<file path="src/rtl/keypad_pkg.sv">
// Shared definitions for the keypad command queue: mode encodings, symbol codes
// and the EDIT-mode key decoder.
package keypad_pkg;

    typedef enum logic [1:0] {
        ST_INIT = 2'd0,
        ST_EDIT = 2'd1,
        ST_EXE  = 2'd2
    } state_t;

    localparam logic [3:0] SYM_HAT = 4'h0;
    localparam logic [3:0] SYM_ADD = 4'h1;
    localparam logic [3:0] SYM_SUB = 4'h2;
    localparam logic [3:0] SYM_MOL = 4'h3;
    localparam logic [3:0] SYM_MOR = 4'h4;
    localparam logic [3:0] SYM_INP = 4'h5;
    localparam logic [3:0] SYM_OUP = 4'h6;
    localparam logic [3:0] SYM_LOL = 4'h7;
    localparam logic [3:0] SYM_LOR = 4'h8;
    localparam logic [3:0] SYM_CEO = 4'h9;
    localparam logic [3:0] SYM_ZER = 4'hA;
    localparam logic [3:0] SYM_PAS = 4'hB;

    typedef struct packed {
        logic       mapped;
        logic       cmd;
        logic [3:0] sym;
    } dec_t;

    // The delete key wins over the symbol table so DEL_KEY may alias a symbol key.
    function automatic dec_t decode_key(input logic [15:0] key, input logic [15:0] del_key);
        dec_t d;
        d.mapped = 1'b1;
        d.cmd    = 1'b0;
        d.sym    = SYM_HAT;
        if (key == del_key) begin
            d.cmd = 1'b1;
        end else begin
            case (key)
                16'h0:   d.sym = SYM_ZER;
                16'h1:   d.sym = SYM_INP;
                16'h2:   d.sym = SYM_OUP;
                16'h3:   d.sym = SYM_PAS;
                16'h4:   d.sym = SYM_MOL;
                16'h5:   d.sym = SYM_SUB;
                16'h6:   d.sym = SYM_LOL;
                16'h7:   d.sym = SYM_MOR;
                16'h8:   d.sym = SYM_ADD;
                16'h9:   d.sym = SYM_LOR;
                16'hA:   d.sym = SYM_CEO;
                default: d.mapped = 1'b0;
            endcase
        end
        return d;
    endfunction

endpackage

</file>
<file path="src/rtl/keypad_cmd_queue_if.sv">
// Scanner-side key handshake and consumer-side valid/ready command stream.
interface keypad_cmd_queue_if #(
    parameter int KEY_W = 4,
    parameter int SYM_W = 4
);
    logic             key_available;
    logic [KEY_W-1:0] key;
    logic             pull_key;
    logic             out_valid;
    logic             out_ready;
    logic             out_cmd;
    logic [SYM_W-1:0] out_symbol;

    modport master (
        input  key_available, key, out_ready,
        output pull_key, out_valid, out_cmd, out_symbol
    );

    modport slave (
        output key_available, key, out_ready,
        input  pull_key, out_valid, out_cmd, out_symbol
    );
endinterface

</file>
<file path="src/rtl/keypad_cmd_fifo.sv">
// Show-ahead synchronous FIFO with flush; head data reads as zero while empty.
module keypad_cmd_fifo #(
    parameter int WIDTH = 5,
    parameter int DEPTH = 8,
    localparam int AW = $clog2(DEPTH),
    localparam int CW = AW + 1
) (
    input  logic             working_clock,
    input  logic             reset,
    input  logic             flush,
    input  logic             push,
    input  logic [WIDTH-1:0] push_data,
    input  logic             pop,
    output logic             head_valid,
    output logic [WIDTH-1:0] head_data,
    output logic [CW-1:0]    count,
    output logic             full
);

    logic [WIDTH-1:0] mem_q [DEPTH];
    logic [WIDTH-1:0] mem_d [DEPTH];
    logic [AW-1:0]    wr_ptr_q, wr_ptr_d;
    logic [AW-1:0]    rd_ptr_q, rd_ptr_d;
    logic [CW-1:0]    count_q, count_d;
    logic             do_push, do_pop;

    assign full       = (count_q == CW'(DEPTH));
    assign head_valid = (count_q != '0);
    assign head_data  = head_valid ? mem_q[rd_ptr_q] : '0;
    assign count      = count_q;

    // A push into a full FIFO is only legal when the head leaves in the same cycle.
    assign do_pop  = pop && head_valid && !flush;
    assign do_push = push && (!full || do_pop) && !flush;

    always_comb begin
        mem_d    = mem_q;
        wr_ptr_d = wr_ptr_q;
        rd_ptr_d = rd_ptr_q;
        count_d  = count_q;
        if (flush) begin
            rd_ptr_d = wr_ptr_q;
            count_d  = '0;
        end else begin
            if (do_push) begin
                mem_d[wr_ptr_q] = push_data;
                wr_ptr_d        = wr_ptr_q + AW'(1);
            end
            if (do_pop) begin
                rd_ptr_d = rd_ptr_q + AW'(1);
            end
            count_d = count_q + CW'(do_push) - CW'(do_pop);
        end
    end

    always_ff @(posedge working_clock or posedge reset) begin
        if (reset) begin
            mem_q    <= '{default: '0};
            wr_ptr_q <= '0;
            rd_ptr_q <= '0;
            count_q  <= '0;
        end else begin
            mem_q    <= mem_d;
            wr_ptr_q <= wr_ptr_d;
            rd_ptr_q <= rd_ptr_d;
            count_q  <= count_d;
        end
    end

endmodule

</file>
<file path="src/rtl/keypad_cmd_queue.sv">
// Keypad driver: pulls scanner keys, decodes them by mode (EDIT/EXE) and queues
// the resulting commands for a valid/ready consumer.
module keypad_cmd_queue
    import keypad_pkg::*;
#(
    parameter int KEY_W = 4,
    parameter int SYM_W = 4,
    parameter int DEPTH = 8,
    parameter logic [KEY_W-1:0] DEL_KEY = 4'hB
) (
    input  logic                     working_clock,
    input  logic                     reset,
    keypad_cmd_queue_if.master       bus,
    input  logic                     change_mode,
    input  logic                     to_mode,
    output logic [1:0]               mode_state,
    output logic [$clog2(DEPTH):0]   fifo_count,
    output logic [7:0]               drop_count
);

    state_t       state_q, state_d;
    logic         pull_key_q, pull_key_d;
    logic [7:0]   drop_count_q, drop_count_d;

    dec_t         dec;
    logic         flush, key_try, is_edit, mapped, pop;
    logic         accept_push, accept_drop;
    logic         fifo_full, head_valid;
    logic [SYM_W:0] push_data, head_data;

    always_comb begin
        state_d = state_q;
        case (state_q)
            ST_INIT: if (change_mode) state_d = to_mode ? ST_EXE : ST_EDIT;
            ST_EDIT: if (change_mode && to_mode) state_d = ST_EXE;
            ST_EXE:  if (change_mode && !to_mode) state_d = ST_EDIT;
            default: state_d = ST_INIT;
        endcase
    end

    // Only a real EDIT<->EXE switch discards queued commands.
    assign flush = change_mode && ((state_q == ST_EDIT && to_mode) ||
                                   (state_q == ST_EXE && !to_mode));

    assign is_edit = (state_q == ST_EDIT);
    assign key_try = (is_edit || state_q == ST_EXE) && bus.key_available &&
                     !pull_key_q && !flush;

    assign dec       = decode_key(16'(bus.key), 16'(DEL_KEY));
    assign mapped    = is_edit ? dec.mapped : 1'b1;
    assign push_data = is_edit ? {dec.cmd, SYM_W'(dec.sym)} : {1'b0, SYM_W'(bus.key)};
    assign pop       = head_valid && bus.out_ready;

    // Unmapped keys are pulled and counted even when full; mapped keys wait for room.
    assign accept_push = key_try && mapped && (!fifo_full || pop);
    assign accept_drop = key_try && !mapped;

    assign pull_key_d   = accept_push || accept_drop;
    assign drop_count_d = (accept_drop && drop_count_q != 8'hFF) ? drop_count_q + 8'd1
                                                                 : drop_count_q;

    always_ff @(posedge working_clock or posedge reset) begin
        if (reset) begin
            state_q      <= ST_INIT;
            pull_key_q   <= 1'b0;
            drop_count_q <= '0;
        end else begin
            state_q      <= state_d;
            pull_key_q   <= pull_key_d;
            drop_count_q <= drop_count_d;
        end
    end

    keypad_cmd_fifo #(
        .WIDTH (SYM_W + 1),
        .DEPTH (DEPTH)
    ) u_fifo (
        .working_clock (working_clock),
        .reset         (reset),
        .flush         (flush),
        .push          (accept_push),
        .push_data     (push_data),
        .pop           (pop),
        .head_valid    (head_valid),
        .head_data     (head_data),
        .count         (fifo_count),
        .full          (fifo_full)
    );

    assign bus.pull_key   = pull_key_q;
    assign bus.out_valid  = head_valid;
    assign bus.out_cmd    = head_data[SYM_W];
    assign bus.out_symbol = head_data[SYM_W-1:0];
    assign mode_state     = state_q;
    assign drop_count     = drop_count_q;

endmodule

</file>
<file path="src/flat_wrapper.sv">
// flat-port wrapper written by rule: the top's interface ports become plain ports
module keypad_cmd_queue_flat import keypad_pkg::*;
#(
    parameter int KEY_W = 4,
    parameter int SYM_W = 4,
    parameter int DEPTH = 8,
    parameter logic [KEY_W-1:0] DEL_KEY = 4'hB
)
  (working_clock, reset, change_mode, to_mode, mode_state, fifo_count, drop_count, bus_key_available, bus_key, bus_out_ready, bus_pull_key, bus_out_valid, bus_out_cmd, bus_out_symbol);
  keypad_cmd_queue_if #(.KEY_W(KEY_W), .SYM_W(SYM_W)) bus_i ();
  input  logic working_clock;
  input  logic reset;
  input  logic change_mode;
  input  logic to_mode;
  output logic [1:0] mode_state;
  output logic [$clog2(DEPTH):0] fifo_count;
  output logic [7:0] drop_count;
  input wire logic [$bits(bus_i.key_available)-1:0] bus_key_available;
  input wire logic [$bits(bus_i.key)-1:0] bus_key;
  input wire logic [$bits(bus_i.out_ready)-1:0] bus_out_ready;
  output wire logic [$bits(bus_i.pull_key)-1:0] bus_pull_key;
  output wire logic [$bits(bus_i.out_valid)-1:0] bus_out_valid;
  output wire logic [$bits(bus_i.out_cmd)-1:0] bus_out_cmd;
  output wire logic [$bits(bus_i.out_symbol)-1:0] bus_out_symbol;
  assign bus_i.key_available = bus_key_available;
  assign bus_i.key = bus_key;
  assign bus_i.out_ready = bus_out_ready;
  assign bus_pull_key = bus_i.pull_key;
  assign bus_out_valid = bus_i.out_valid;
  assign bus_out_cmd = bus_i.out_cmd;
  assign bus_out_symbol = bus_i.out_symbol;
  keypad_cmd_queue #(.KEY_W(KEY_W), .SYM_W(SYM_W), .DEPTH(DEPTH), .DEL_KEY(DEL_KEY)) u_core (.working_clock(working_clock), .reset(reset), .bus(bus_i), .change_mode(change_mode), .to_mode(to_mode), .mode_state(mode_state), .fifo_count(fifo_count), .drop_count(drop_count));
endmodule
</file>
<file path="config.mk">
export PLATFORM = sky130hd
export DESIGN_NAME = keypad_cmd_queue_flat
export DESIGN_NICKNAME = d
export VERILOG_FILES = /design/src/rtl/keypad_pkg.sv /design/src/rtl/keypad_cmd_queue_if.sv /design/src/rtl/keypad_cmd_fifo.sv /design/src/rtl/keypad_cmd_queue.sv /design/src/flat_wrapper.sv
export SDC_FILE = /design/constraint.sdc
export NUM_CORES = 1
export LEC_CHECK = 0
export ABC_AREA = 1
export CORE_ASPECT_RATIO = 1.25
export CORE_MARGIN = 10
export CORE_UTILIZATION = 52
export DETAILED_ROUTE_END_ITERATION = 7
export PLACE_DENSITY = 0.76
export SYNTH_ARGS = -nofsm -noshare
export SYNTH_HDL_FRONTEND = slang
export SYNTH_SLANG_ARGS = --single-unit
</file>
<file path="constraint.sdc">
create_clock -name working_clock -period 2.55 [get_ports working_clock]
set_input_delay 0.51 -clock working_clock [delete_from_list [all_inputs] [get_ports working_clock]]
set_output_delay 0.51 -clock working_clock [all_outputs]
set_load 0.01 [all_outputs]
</file>
==> flow_metrics.py <==
metrics = {
    "placed_design": {
        "place_area_sq_um": 3920,
        "hpwlAfterDp_microns": 5840,
        "port_buffers": 30,
        "place.gp.congestion": 0.844,
        "pre_cts_ws_ns": -0.201,
    },
    "critical_path": {
        "crit_type": "reg2reg",
        "critPathBufInv": 4,
        "cp_slowest_cell": "fa_2",
        "path_delay_family": "adder cells",
        "worstPathMaxFanout": 5,
        "critPathArrivalTime_ns": 2.70,
        "start_kind": "flop",
        "crit_chain": "inv_2, ha_1, nand2_1, nor2_2, nand4_2, nor2_4, inv_2, ha_1, inv_1, ha_1, fa_2, inv_1, nor2_1",
        "end_kind": "flop",
        "max_stage_delay_ns": 0.52,
        "cpMostUsedCell": "ha_1",
        "worstPathRequired_ns": 2.82,
    },
    "yosys": {
        "syn_nets": 479,
        "yosysTopAreaCell": "dfrtp_1",
        "yosysMostFrequentCell": "nand2_1",
        "ys_seq_elements": 61,
        "yosys-top-cells-count": "nand2_1, nor2_1, dfrtp_1, nand3_1, o21ai_0",
        "synth-edff-count": 0,
        "synth.avg_cell_area_sq_um": 7.48,
        "seq_area_frac_synth": 0.448,
        "ys.flop_type": "dfrtp_1",
        "postSynthCellCount": 456,
        "synth_area_sq_um": 3410,
        "ys_warn_count": 0,
        "synth_top_area_frac": 0.448,
        "async_flop_share": 1.00,
        "synth.area.top_cells": "dfrtp_1, nand2_1, nand3_1",
        "ys_types": 30,
    },
    "power": {
        "power_uw": 5040,
        "power_leakage_uw": 0.00221,
        "ir_drop_uv": 842,
        "p_per_area_nw_per_um2": 1200,
    },
    "clocking": {
        "clk_pin_slew_worst_paths_ns": 0.07,
        "numCtsBuffers": 9,
        "cts_max_level": 3,
        "cts.sinks": 61,
        "cts_tree": "done",
        "clock_latency_ns": 0.34,
        "clockRootBuffer": "clkbuf_8",
        "clock_path_buffers": 2,
    },
    "global_routing": {
        "grt_pass1_wl_microns": 14700,
        "antenna_found_initial": 0,
        "grt_pass1_vias": 3181,
        "grt_max_degree": 62,
        "gr-total-overflow": 0,
        "track_usage": 0.173,
    },
    "drt": {
        "drc": 0,
        "dr_total_vias": 3187,
        "dr.pass1.iters": 4,
        "drt_iter0_drc": 176,
        "viasPerCell": 5.29,
        "wl_per_cell_microns": 14.1,
        "ant_nets": 0,
        "wl_microns": 8500,
    },
    "finish": {
        "final_cell_area_sq_um": 4210,
        "fin_nets": 535,
        "diodes": 0,
        "drive_gt1_frac": 0.137,
        "final_util": 0.669,
        "syn_to_final_growth_pct": 23.4,
    },
    "sta": {
        "setup_viol": 0,
        "fin_ws_ns": 0.123,
        "fin_crit_sh": 0.952,
        "worst_slew_pin_slew_ns": 0.895,
        "slew_headroom": 0.403,
        "max_freq_mhz": 412,
        "slew_violations": 0,
        "skew_ns": 0.00894,
        "hold_viol": 0,
        "period_needed_ns": 2.43,
        "fin_hold_ws_ns": 0.476,
    },
    "floorplan": {
        "initial_core_util": 0.542,
        "core_area_sq_um": 6290,
        "die_w_microns": 92.4,
        "dieArea_sq_um": 10200,
        "io_pins": 31,
        "rows": 32,
        "die_h_microns": 111,
    },
    "job": {
        "cap_violations": 0,
    },
    "status": {
        "status": "complete, no violations",
    },
    "min_path": {
        "hp-class": "reg2reg",
    },
}
what timing repair did:
| action | 4_1_cts | 5_1_grt |
|---|---|---|
| gates resized for setup | 6 | 7 |
| hold buffers | 0 | 0 |
| buffers inserted | 7 | 2 |
| setup endpoints to repair | 5 | 5 |
cells in the final DEF, fill, tap and decap left out, types with 2 or more instances in the layout:
master	Yosys	layout
clkbuf_8	0	10
nand3_2	0	2
inv_2	6	8
nor2_2	1	2
buf_12	0	2
dlymetal6s2s_1	0	4
o21ai_1	17	18
nand2_2	6	6
nand3_1	60	58
nand4_2	2	2
clkdlybuf4s50_1	0	25
buf_4	4	25
inv_1	25	22
xor2_1	6	6
nand2_1	136	136
a21oi_1	7	7
ha_1	12	12
o21ai_0	28	27
dfrtp_1	61	59
nor2_1	63	62
dfrtp_2	0	2
clkinv_2	0	4
layer usage:
layer | track usage | up-vias | part of all wire
li1 | - | 1589 | -
met1 | 0.210 | 1490 | 0.44
met2 | 0.284 | 95 | 0.48
met3 | 0.0467 | 13 | 0.060
met4 | 0.0678 | 0 | 0.016
met5 | 0 | - | 0
worst register-to-register path: cells and delay by family (launching register included):
family	cells	cell delay (ns)
fa+ha+maj	4	1.27
buf+inv	4	0.19
simple gates	5	0.50
flops	1	0.41
logic make-up after synthesis:
kind of cell               count (synthesis)  share of synthesized area
AOI/OAI and AO/OA                         57                     0.0873
xor gates and xnor gates                   8                     0.0206
adders and majority gates                 13                     0.0499
buffers and inverters                     44                     0.0554
DFF                                       61                      0.448
and+or+nand+nor                          273                      0.339
power breakdown:
part | switching, uW | internal [uW]
combinational | 1480 | 1090
clock | 374 | 471
sequential | 297 | 1330
total | 2150 | 2890
stage by stage:
stage | TNS, ns | cells
final | 0 | 602
after global routing | -0.00436 | 602
after CTS | 0 | 600
after detailed placement | -0.345 | 577
after global placement | -0.209 | 577
after floorplan | -0.0170 | 456
path summary, 6_finish.rpt:
check                      slack [ns]  cells past startpoint                                start                                    end
min in group asynchronous        0.54                      3                                reset    u_core.u_fifo.mem_q[38]$_DFFE_PP0P_
min                              0.48                      2  u_core.u_fifo.mem_q[30]$_DFFE_PP0P_    u_core.u_fifo.mem_q[30]$_DFFE_PP0P_
max in group asynchronous        1.71                      3                                reset  u_core.u_fifo.rd_ptr_q[1]$_DFFE_PP0P_
max                              0.12                     13     u_core.mode_state[1]$_DFFE_PP0P_       u_core.u_fifo.count[1]$_DFF_PP0_
min reg2reg                      0.48                      2  u_core.u_fifo.mem_q[30]$_DFFE_PP0P_    u_core.u_fifo.mem_q[30]$_DFFE_PP0P_
max reg2reg                      0.12                     13     u_core.mode_state[1]$_DFFE_PP0P_       u_core.u_fifo.count[1]$_DFF_PP0_
registers in the layout (all words and copies together) (netlist names):
| name | cells |
|---|---|
| u_core.bus.pull_key | 1 |
| u_core.drop_count | 8 |
| u_core.mode_state | 2 |
| u_core.u_fifo.count | 4 |
| u_core.u_fifo.mem_q | 40 |
| u_core.u_fifo.rd_ptr_q | 3 |
| u_core.u_fifo.wr_ptr_q | 3 |
layout make-up:
cell class / instances / area [sq um]
Inverter: 31 / 119
Tap cell: 85 / 106
Multi-Input combinational cell: 351 / 1720
Clock inverter: 5 / 50.0
Timing Repair Buffer: 58 / 544
Fill cell: 540 / 2080
Sequential cell: 61 / 1530
Clock buffer: 11 / 141
(Power assumes the default switching activity.)
